==> src/rtl/line_encoder_if.sv <==
// Bundles the event lines, flush control and the code output stream of line_encoder.
// The master modport is the encoder itself; the slave modport is the environment around it.
interface line_encoder_if #(
    parameter int WIDTH = 4
);
    logic [2**WIDTH-1:0] line;
    logic                clear;
    logic                out_ready;
    logic                out_valid;
    logic [WIDTH-1:0]    code;
    logic [WIDTH:0]      pending_cnt;
    logic                overrun;

    modport master (
        input  line,
        input  clear,
        input  out_ready,
        output out_valid,
        output code,
        output pending_cnt,
        output overrun
    );

    modport slave (
        output line,
        output clear,
        output out_ready,
        input  out_valid,
        input  code,
        input  pending_cnt,
        input  overrun
    );
endinterface

==> src/rtl/line_encoder.sv <==
// Collects event lines into a pending set and emits them one at a time as binary codes,
// picking round-robin from a rotating pointer and flagging events that land on a pending line.
module line_encoder #(
    parameter int WIDTH = 4
) (
    input  logic          clk,
    input  logic          rst_n,
    line_encoder_if.master bus
);
    localparam int N = 2**WIDTH;

    logic [N-1:0]     pending;
    logic [N-1:0]     pending_next;
    logic [N-1:0]     load_mask;
    logic [WIDTH-1:0] ptr;
    logic [WIDTH-1:0] sel;
    logic [WIDTH-1:0] idx;
    logic [WIDTH-1:0] code_r;
    logic [WIDTH:0]   cnt_r;
    logic [WIDTH:0]   cnt_next;
    logic             valid_r;
    logic             overrun_r;
    logic             found;
    logic             load;
    logic             take;
    logic             overrun_hit;

    // Stream handshake: a code transfers on any edge where out_valid && out_ready.
    // While out_valid=1 and out_ready=0, code and out_valid hold; a new code is
    // loaded whenever the output stage is empty or being drained this cycle.
    assign load = !valid_r || bus.out_ready;

    always_comb begin
        found = 1'b0;
        sel   = ptr;
        idx   = '0;
        for (int k = 0; k < N; k++) begin
            idx = ptr + WIDTH'(k);
            if (!found && pending[idx]) begin
                found = 1'b1;
                sel   = idx;
            end
        end
    end

    assign take      = load && found;
    assign load_mask = take ? ({{(N-1){1'b0}}, 1'b1} << sel) : '0;

    // A line re-firing on the bit being loaded is a fresh event, not an overrun.
    assign overrun_hit  = |(bus.line & pending & ~load_mask);
    assign pending_next = (pending & ~load_mask) | bus.line;

    always_comb begin
        cnt_next = '0;
        for (int i = 0; i < N; i++) begin
            cnt_next = cnt_next + (WIDTH+1)'(pending_next[i]);
        end
    end

    always_ff @(posedge clk or negedge rst_n) begin
        if (!rst_n) begin
            pending   <= '0;
            cnt_r     <= '0;
            ptr       <= '0;
            code_r    <= '0;
            valid_r   <= 1'b0;
            overrun_r <= 1'b0;
        end else if (bus.clear) begin
            pending   <= '0;
            cnt_r     <= '0;
            ptr       <= '0;
            valid_r   <= 1'b0;
            overrun_r <= 1'b0;
        end else begin
            pending <= pending_next;
            cnt_r   <= cnt_next;
            if (overrun_hit) begin
                overrun_r <= 1'b1;
            end
            if (load) begin
                if (found) begin
                    code_r  <= sel;
                    valid_r <= 1'b1;
                    ptr     <= sel + 1'b1;
                end else begin
                    valid_r <= 1'b0;
                end
            end
        end
    end

    assign bus.out_valid   = valid_r;
    assign bus.code        = code_r;
    assign bus.pending_cnt = cnt_r;
    assign bus.overrun     = overrun_r;
endmodule

==> src/flat_wrapper.sv <==
// flat-port wrapper written by rule: the top's interface ports become plain ports
module line_encoder_flat 
#(
    parameter int WIDTH = 4
)
  (clk, rst_n, bus_line, bus_clear, bus_out_ready, bus_out_valid, bus_code, bus_pending_cnt, bus_overrun);
  line_encoder_if #(.WIDTH(WIDTH)) bus_i ();
  input  logic clk;
  input  logic rst_n;
  input wire logic [$bits(bus_i.line)-1:0] bus_line;
  input wire logic [$bits(bus_i.clear)-1:0] bus_clear;
  input wire logic [$bits(bus_i.out_ready)-1:0] bus_out_ready;
  output wire logic [$bits(bus_i.out_valid)-1:0] bus_out_valid;
  output wire logic [$bits(bus_i.code)-1:0] bus_code;
  output wire logic [$bits(bus_i.pending_cnt)-1:0] bus_pending_cnt;
  output wire logic [$bits(bus_i.overrun)-1:0] bus_overrun;
  assign bus_i.line = bus_line;
  assign bus_i.clear = bus_clear;
  assign bus_i.out_ready = bus_out_ready;
  assign bus_out_valid = bus_i.out_valid;
  assign bus_code = bus_i.code;
  assign bus_pending_cnt = bus_i.pending_cnt;
  assign bus_overrun = bus_i.overrun;
  line_encoder #(.WIDTH(WIDTH)) u_core (.clk(clk), .rst_n(rst_n), .bus(bus_i));
endmodule
==> config.mk <==
export PLATFORM = sky130hd
export DESIGN_NAME = line_encoder_flat
export DESIGN_NICKNAME = d
export VERILOG_FILES = /design/src/rtl/line_encoder_if.sv /design/src/rtl/line_encoder.sv /design/src/flat_wrapper.sv
export SDC_FILE = /design/constraint.sdc
export NUM_CORES = 1
export LEC_CHECK = 0
export CAP_MARGIN = 20
export CORE_MARGIN = 4
export CORE_UTILIZATION = 40
export CTS_BUF_LIST = sky130_fd_sc_hd__clkbuf_4 sky130_fd_sc_hd__clkbuf_8 sky130_fd_sc_hd__clkbuf_16
export DETAILED_ROUTE_END_ITERATION = 7
export GPL_ROUTABILITY_DRIVEN = 1
export HOLD_SLACK_MARGIN = 0.02
export PLACE_DENSITY_LB_ADDON = 0.05
export SLEW_MARGIN = 20
export SYNTH_ARGS = -nofsm -noshare
export SYNTH_HDL_FRONTEND = slang
export SYNTH_SLANG_ARGS = --single-unit
==> constraint.sdc <==
create_clock -name clk -period 26.2 [get_ports clk]
set_clock_uncertainty 0.2 [all_clocks]
set_input_delay 5.24 -clock clk [delete_from_list [all_inputs] [get_ports clk]]
set_output_delay 5.24 -clock clk [all_outputs]
set_load 0.01 [all_outputs]
Word level (Yosys, flattened, before mapping)
Index checks and enable logic that the tools add are counted.
{"block": "totals", "ff_bits": 31, "latch_bits": 0, "mem_bits_rw": 0, "mem_bits_ro": 0, "input_bits": 20, "out_inout_bits": 11, "word_cells": 173, "n_memories": 0}
{"block": "op_classes", "addsub": 31, "n_mul": 0, "n_div": 0, "order_cmp": 16, "n_eq_ne": 0, "n_shift": 1, "n_mux": 74, "bitwise_logic": 6, "n_reduce_logical": 39}
{"operator": "less-than comparator 4 x 5 -> 1 bit (second input constant)", "count": 16}
{"operator": "2-to-1 mux 4 bit", "count": 18}
{"operator": "adder 5 x 1 -> 5 bit", "count": 14}
{"operator": "binary-select mux 1 bit (select 4 bit)", "count": 16}
{"operator": "AND 16 bit", "count": 3}
{"operator": "2-to-1 mux 1 bit", "count": 37}
{"operator": "adder 4 bit (second input constant)", "count": 8}
{"operator": "2-to-1 mux 16 bit", "count": 2}
{"operator": "adder 4 x 3 -> 4 bit (second input constant)", "count": 4}
{"operator": "logical AND 1 bit", "count": 16}
{"operator": "logical NOT 1 bit", "count": 16}
{"operator": "NOT 16 bit", "count": 1}
{"operator": "OR 16 bit", "count": 1}
{"operator": "OR reduction 16 bit", "count": 1}
{"operator": "left shift 1 x 4 -> 16 bit (first input constant)", "count": 1}
{"operator": "adder 4 x 1 -> 4 bit (second input constant)", "count": 2}
{"operator": "adder 4 x 2 -> 4 bit (second input constant)", "count": 2}
{"operator": "nonzero test 2 bit", "count": 3}
{"operator": "2-to-1 mux 5 bit", "count": 1}
{"operator": "AND reduction 3 bit", "count": 1}
{"operator": "adder 1 x 1 -> 2 bit", "count": 1}
{"operator": "AND reduction 2 bit", "count": 1}
{"operator": "logical OR 1 bit", "count": 1}
{"operator": "NOT 1 bit", "count": 1}

Logic depth before layout (Yosys ltp)
{"block": "logic_depth", "ltp_word": 69, "mapped_depth": 33, "mapped_depth_nobuf": 28}

Worst setup path after synthesis
OpenSTA, ideal clock, no wires.
{"block": "synth_path", "kind": "input-to-reg", "startpoint": "in bus_out_ready", "endpoint": "reg u_core.cnt_r[1], in the netlist u_core.bus.pending_cnt[1]", "setup_ns": 0.132, "t_arrival_ns": 10.021, "t_required_ns": 25.868, "path_slack_ns": 15.847, "path_stages": 18, "path_buffers": 0, "path_cell_list": "nand2b_1 -> a21boi_1 -> inv_1 -> a211oi_2 -> nand3_1 -> a21o_1 -> ha_1 -> inv_1 -> fa_1 -> inv_1 -> fa_1 -> fa_1 -> inv_1 -> fa_1 -> fa_1 -> inv_1 -> fa_1 -> nor2b_1"}
{"block": "synth_via", "elab_chain_len": 22}
{"item": "start, declared", "line": "flat_wrapper.sv:12", "rtl": "input wire logic [$bits(bus_i.out_ready)-1:0] bus_out_ready;"}
{"item": "logical OR 1 bit (*)", "line": "line_encoder.sv:31", "rtl": "assign load = !valid_r || bus.out_ready;"}
{"item": "logical AND 1 bit (*)", "line": "line_encoder.sv:46", "rtl": "assign take = load && found;"}
{"item": "2-to-1 mux 16 bit (*)", "line": "line_encoder.sv:47", "rtl": "assign load_mask = take ? ({{(N-1){1'b0}}, 1'b1} << sel) : '0;"}
{"item": "NOT 16 bit (*)", "line": "line_encoder.sv:51", "rtl": "assign pending_next = (pending & ~load_mask) | bus.line;"}
{"item": "AND 16 bit (*)", "line": "line_encoder.sv:51"}
{"item": "OR 16 bit (*)", "line": "line_encoder.sv:51"}
{"item": "adder 1 x 1 -> 2 bit", "line": "line_encoder.sv:56", "rtl": "cnt_next = cnt_next + (WIDTH+1)'(pending_next[i]);"}
{"item": "adder 5 x 1 -> 5 bit (13 in series)", "line": "line_encoder.sv:56"}
{"item": "adder 5 x 1 -> 5 bit (*)", "line": "line_encoder.sv:56"}
{"item": "2-to-1 mux 5 bit (*)", "line": "line_encoder.sv:68", "rtl": "end else if (bus.clear) begin"}
{"item": "end signal, assigned", "line": "line_encoder.sv:76", "rtl": "cnt_r <= cnt_next;"}
{"item": "end, declared", "line": "line_encoder.sv:19", "rtl": "logic [WIDTH:0] cnt_r;"}
Every way passes the cells marked *; elsewhere a longest branch is shown, timed or not.
A chain may end at the register's enable or synchronous reset.

Worst setup path after layout
Same ends and word-level chain as after synthesis.

==> flow_summary.json <==
{
  "status": "finished clean",
  "period_share_pct": 41.6,
  "place.gp.congestion": 0.903,
  "cts_setup_buffers": 0,
  "wl_mm": 13.3,
  "synthCells": 473,
  "avgRoutedWirePerCell_um": 21.1,
  "seq_area_frac_synth_pct": 18.1,
  "viasPerCell": 6.26,
  "io_buffers": 30,
  "grt_overflow": 0,
  "drt_iter0_drc": 274,
  "hold_class": "reg2reg",
  "start_util_pct": 41.4,
  "syn_to_final_growth_pct": 11.5,
  "fin_crit_ps": 10910,
  "dieArea_sq_mm": 0.0124,
  "hold_viol": 0,
  "max-cap-violations": 0,
  "layout_commonest_cell": "nor2_1",
  "dr.pass1.iters": 5,
  "hpwl_mm": 10.3,
  "num_antenna_cells": 0,
  "drv_slew": 0,
  "yosysWarnings": 0,
  "synth_fp_nets": 516,
  "path_clk_slew_ps": 60,
  "drc": 0,
  "worstPathMaxFanout": 7,
  "io_pins": 31,
  "worstSkewPairLatency_ps": 290,
  "cts_htree_levels": 2,
  "vias": 3937,
  "grt_pass1_wl_mm": 21.9,
  "tns_ps": 0,
  "clockBufferDepth": 2,
  "ys.flop_type": "dfrtp_1",
  "post_cts_resized": 0,
  "cts_buffers": 5,
  "ys_seq_elements": 31,
  "startpoint_type": "primary input",
  "postRouteAntennaNets": 0,
  "tightestPinTransition_ps": 1080,
  "ctsHoldBuffers": 0,
  "arrival_ps": 10880,
  "rows": 37,
  "cts.sink_count": 31,
  "worstPathRequired_ps": 26170,
  "async_flop_share_pct": 100,
  "drive_gt1_share_pct": 15.4,
  "antenna_found_initial": 0,
  "synth-edff-count": 0,
  "setup-violations-final": 0,
  "syn_avg_cell_area_sq_um": 9.07,
  "track_usage_pct": 21.8,
  "endpoint_kind": "register",
  "final_cell_mix": "nor2_1, a21oi_1, dfrtp_1",
  "cts_root_buf": "clkbuf_8",
  "fmax_mhz": 91.7,
  "rsz0062_at_grt": "false",
  "synth_area_sq_mm": 0.00429,
  "nNetsFinal": 535,
  "core_sq_mm": 0.0104,
  "die_x_um": 112,
  "critPathKind": "in2reg",
  "synth_cell_types": 71,
  "max_slew_margin_pct": 27.9,
  "die_h_um": 112,
  "grt_pass1_vias": 4043,
  "tritoncts": "yes",
  "grt_max_degree": 32
}
-- per-layer routing --
metal	up-vias	track usage [%]	wire length, um
met5	-	0	0
met4	0	7.95	374
met3	31	3.15	764
met2	156	37.0	6550
met1	1917	28.4	5600
li1	1833	-	-
-- state kept, by name, summed over array words and instances (netlist names) --
register / cells
u_core.bus.out_valid: 1
u_core.bus.code: 4
u_core.ptr: 4
u_core.bus.pending_cnt: 5
u_core.pending: 16
u_core.bus.overrun: 1
-- worst max-delay path: stages --
cell and delay (ps):
clkdlybuf4s50_1 450, nand2b_1 120, a21boi_1 410, inv_1 220
a211oi_2 510, nand3_1 170, a21o_1 220, ha_1 270
inv_1 50, fa_1 520, inv_1 50, fa_1 500
fa_1 540, inv_1 50, fa_1 500, fa_1 420
inv_1 90, fa_1 400, nor2b_1 130
-- synth_stat cells (5+ instances only) --
cell type	count	area, sq um
buf_2	7	35.0
a21o_1	7	52.6
xnor2_1	11	96.3
xor2_1	5	43.8
nand2_1	22	82.6
mux2i_1	23	230
nor2b_1	8	50.1
ha_1	13	163
nor3_1	19	95.1
nor2_1	46	173
dfrtp_1	31	776
inv_1	26	97.6
nand3_1	26	130
fa_1	10	200
a21oi_1	32	160
mux4_2	30	676
o21ai_0	23	115
clkbuf_1	12	45.0
and2_1	8	50.1
mux2_2	19	214
-- through the flow --
stage	cells	util (%)	hold WS [ps]	setup slack, ps	cell area (sq um)
floorplan	473	-	351	15850	4290
global placement	621	45.3	293	15090	4690
detailed placement	621	45.3	294	14960	4690
CTS	629	46.1	309	15270	4780
global route	629	46.1	336	14870	4780
finish	629	46.1	304	15290	4780
-- path summary, 6_finish.rpt --
| path | start | depth (start not counted) | slack, ps | end |
|---|---|---|---|---|
| worst max-delay path | bus_out_ready | 19 | 15290 | u_core.bus.pending_cnt[1]$_DFF_PN0_ |
| worst min-delay path | u_core.bus.code[0]$_DFFE_PN0P_ | 1 | 300 | u_core.bus.code[0]$_DFFE_PN0P_ |
| worst max register to register | u_core.ptr[1]$_DFFE_PN0P_ | 25 | 16780 | u_core.bus.pending_cnt[1]$_DFF_PN0_ |
| worst min register to register | u_core.bus.code[0]$_DFFE_PN0P_ | 1 | 300 | u_core.bus.code[0]$_DFFE_PN0P_ |
| max in group asynchronous | rst_n | 2 | 20350 | u_core.pending[12]$_DFF_PN0_ |
| min in group asynchronous | rst_n | 2 | 5140 | u_core.bus.code[3]$_DFFE_PN0P_ |
-- cells by family after synthesis --
family | Yosys count | share of synthesized area [%]
AO/OA/AOI/OAI | 120 | 19.6
XOR/XNOR | 16 | 3.27
adder cells (fa/ha/maj) | 23 | 8.46
buffers and inverters | 50 | 4.75
flip-flops | 31 | 18.1
multiplexers | 73 | 26.4
AND/OR/NAND/NOR | 160 | 19.4
-- final cells by class --
type / instances / area, sq um
clock buffer: 7 / 83.8
clock inverter: 1 / 5.00
fill: 1037 / 5590
inverter: 27 / 101
multi-input combinational: 392 / 3310
sequential: 31 / 776
tap: 136 / 170
timing repair buffer: 35 / 338
Power is left out: the tool's default activity adds up to more than one toggle a clock period on the data nets, which glitch-free logic cannot reach.
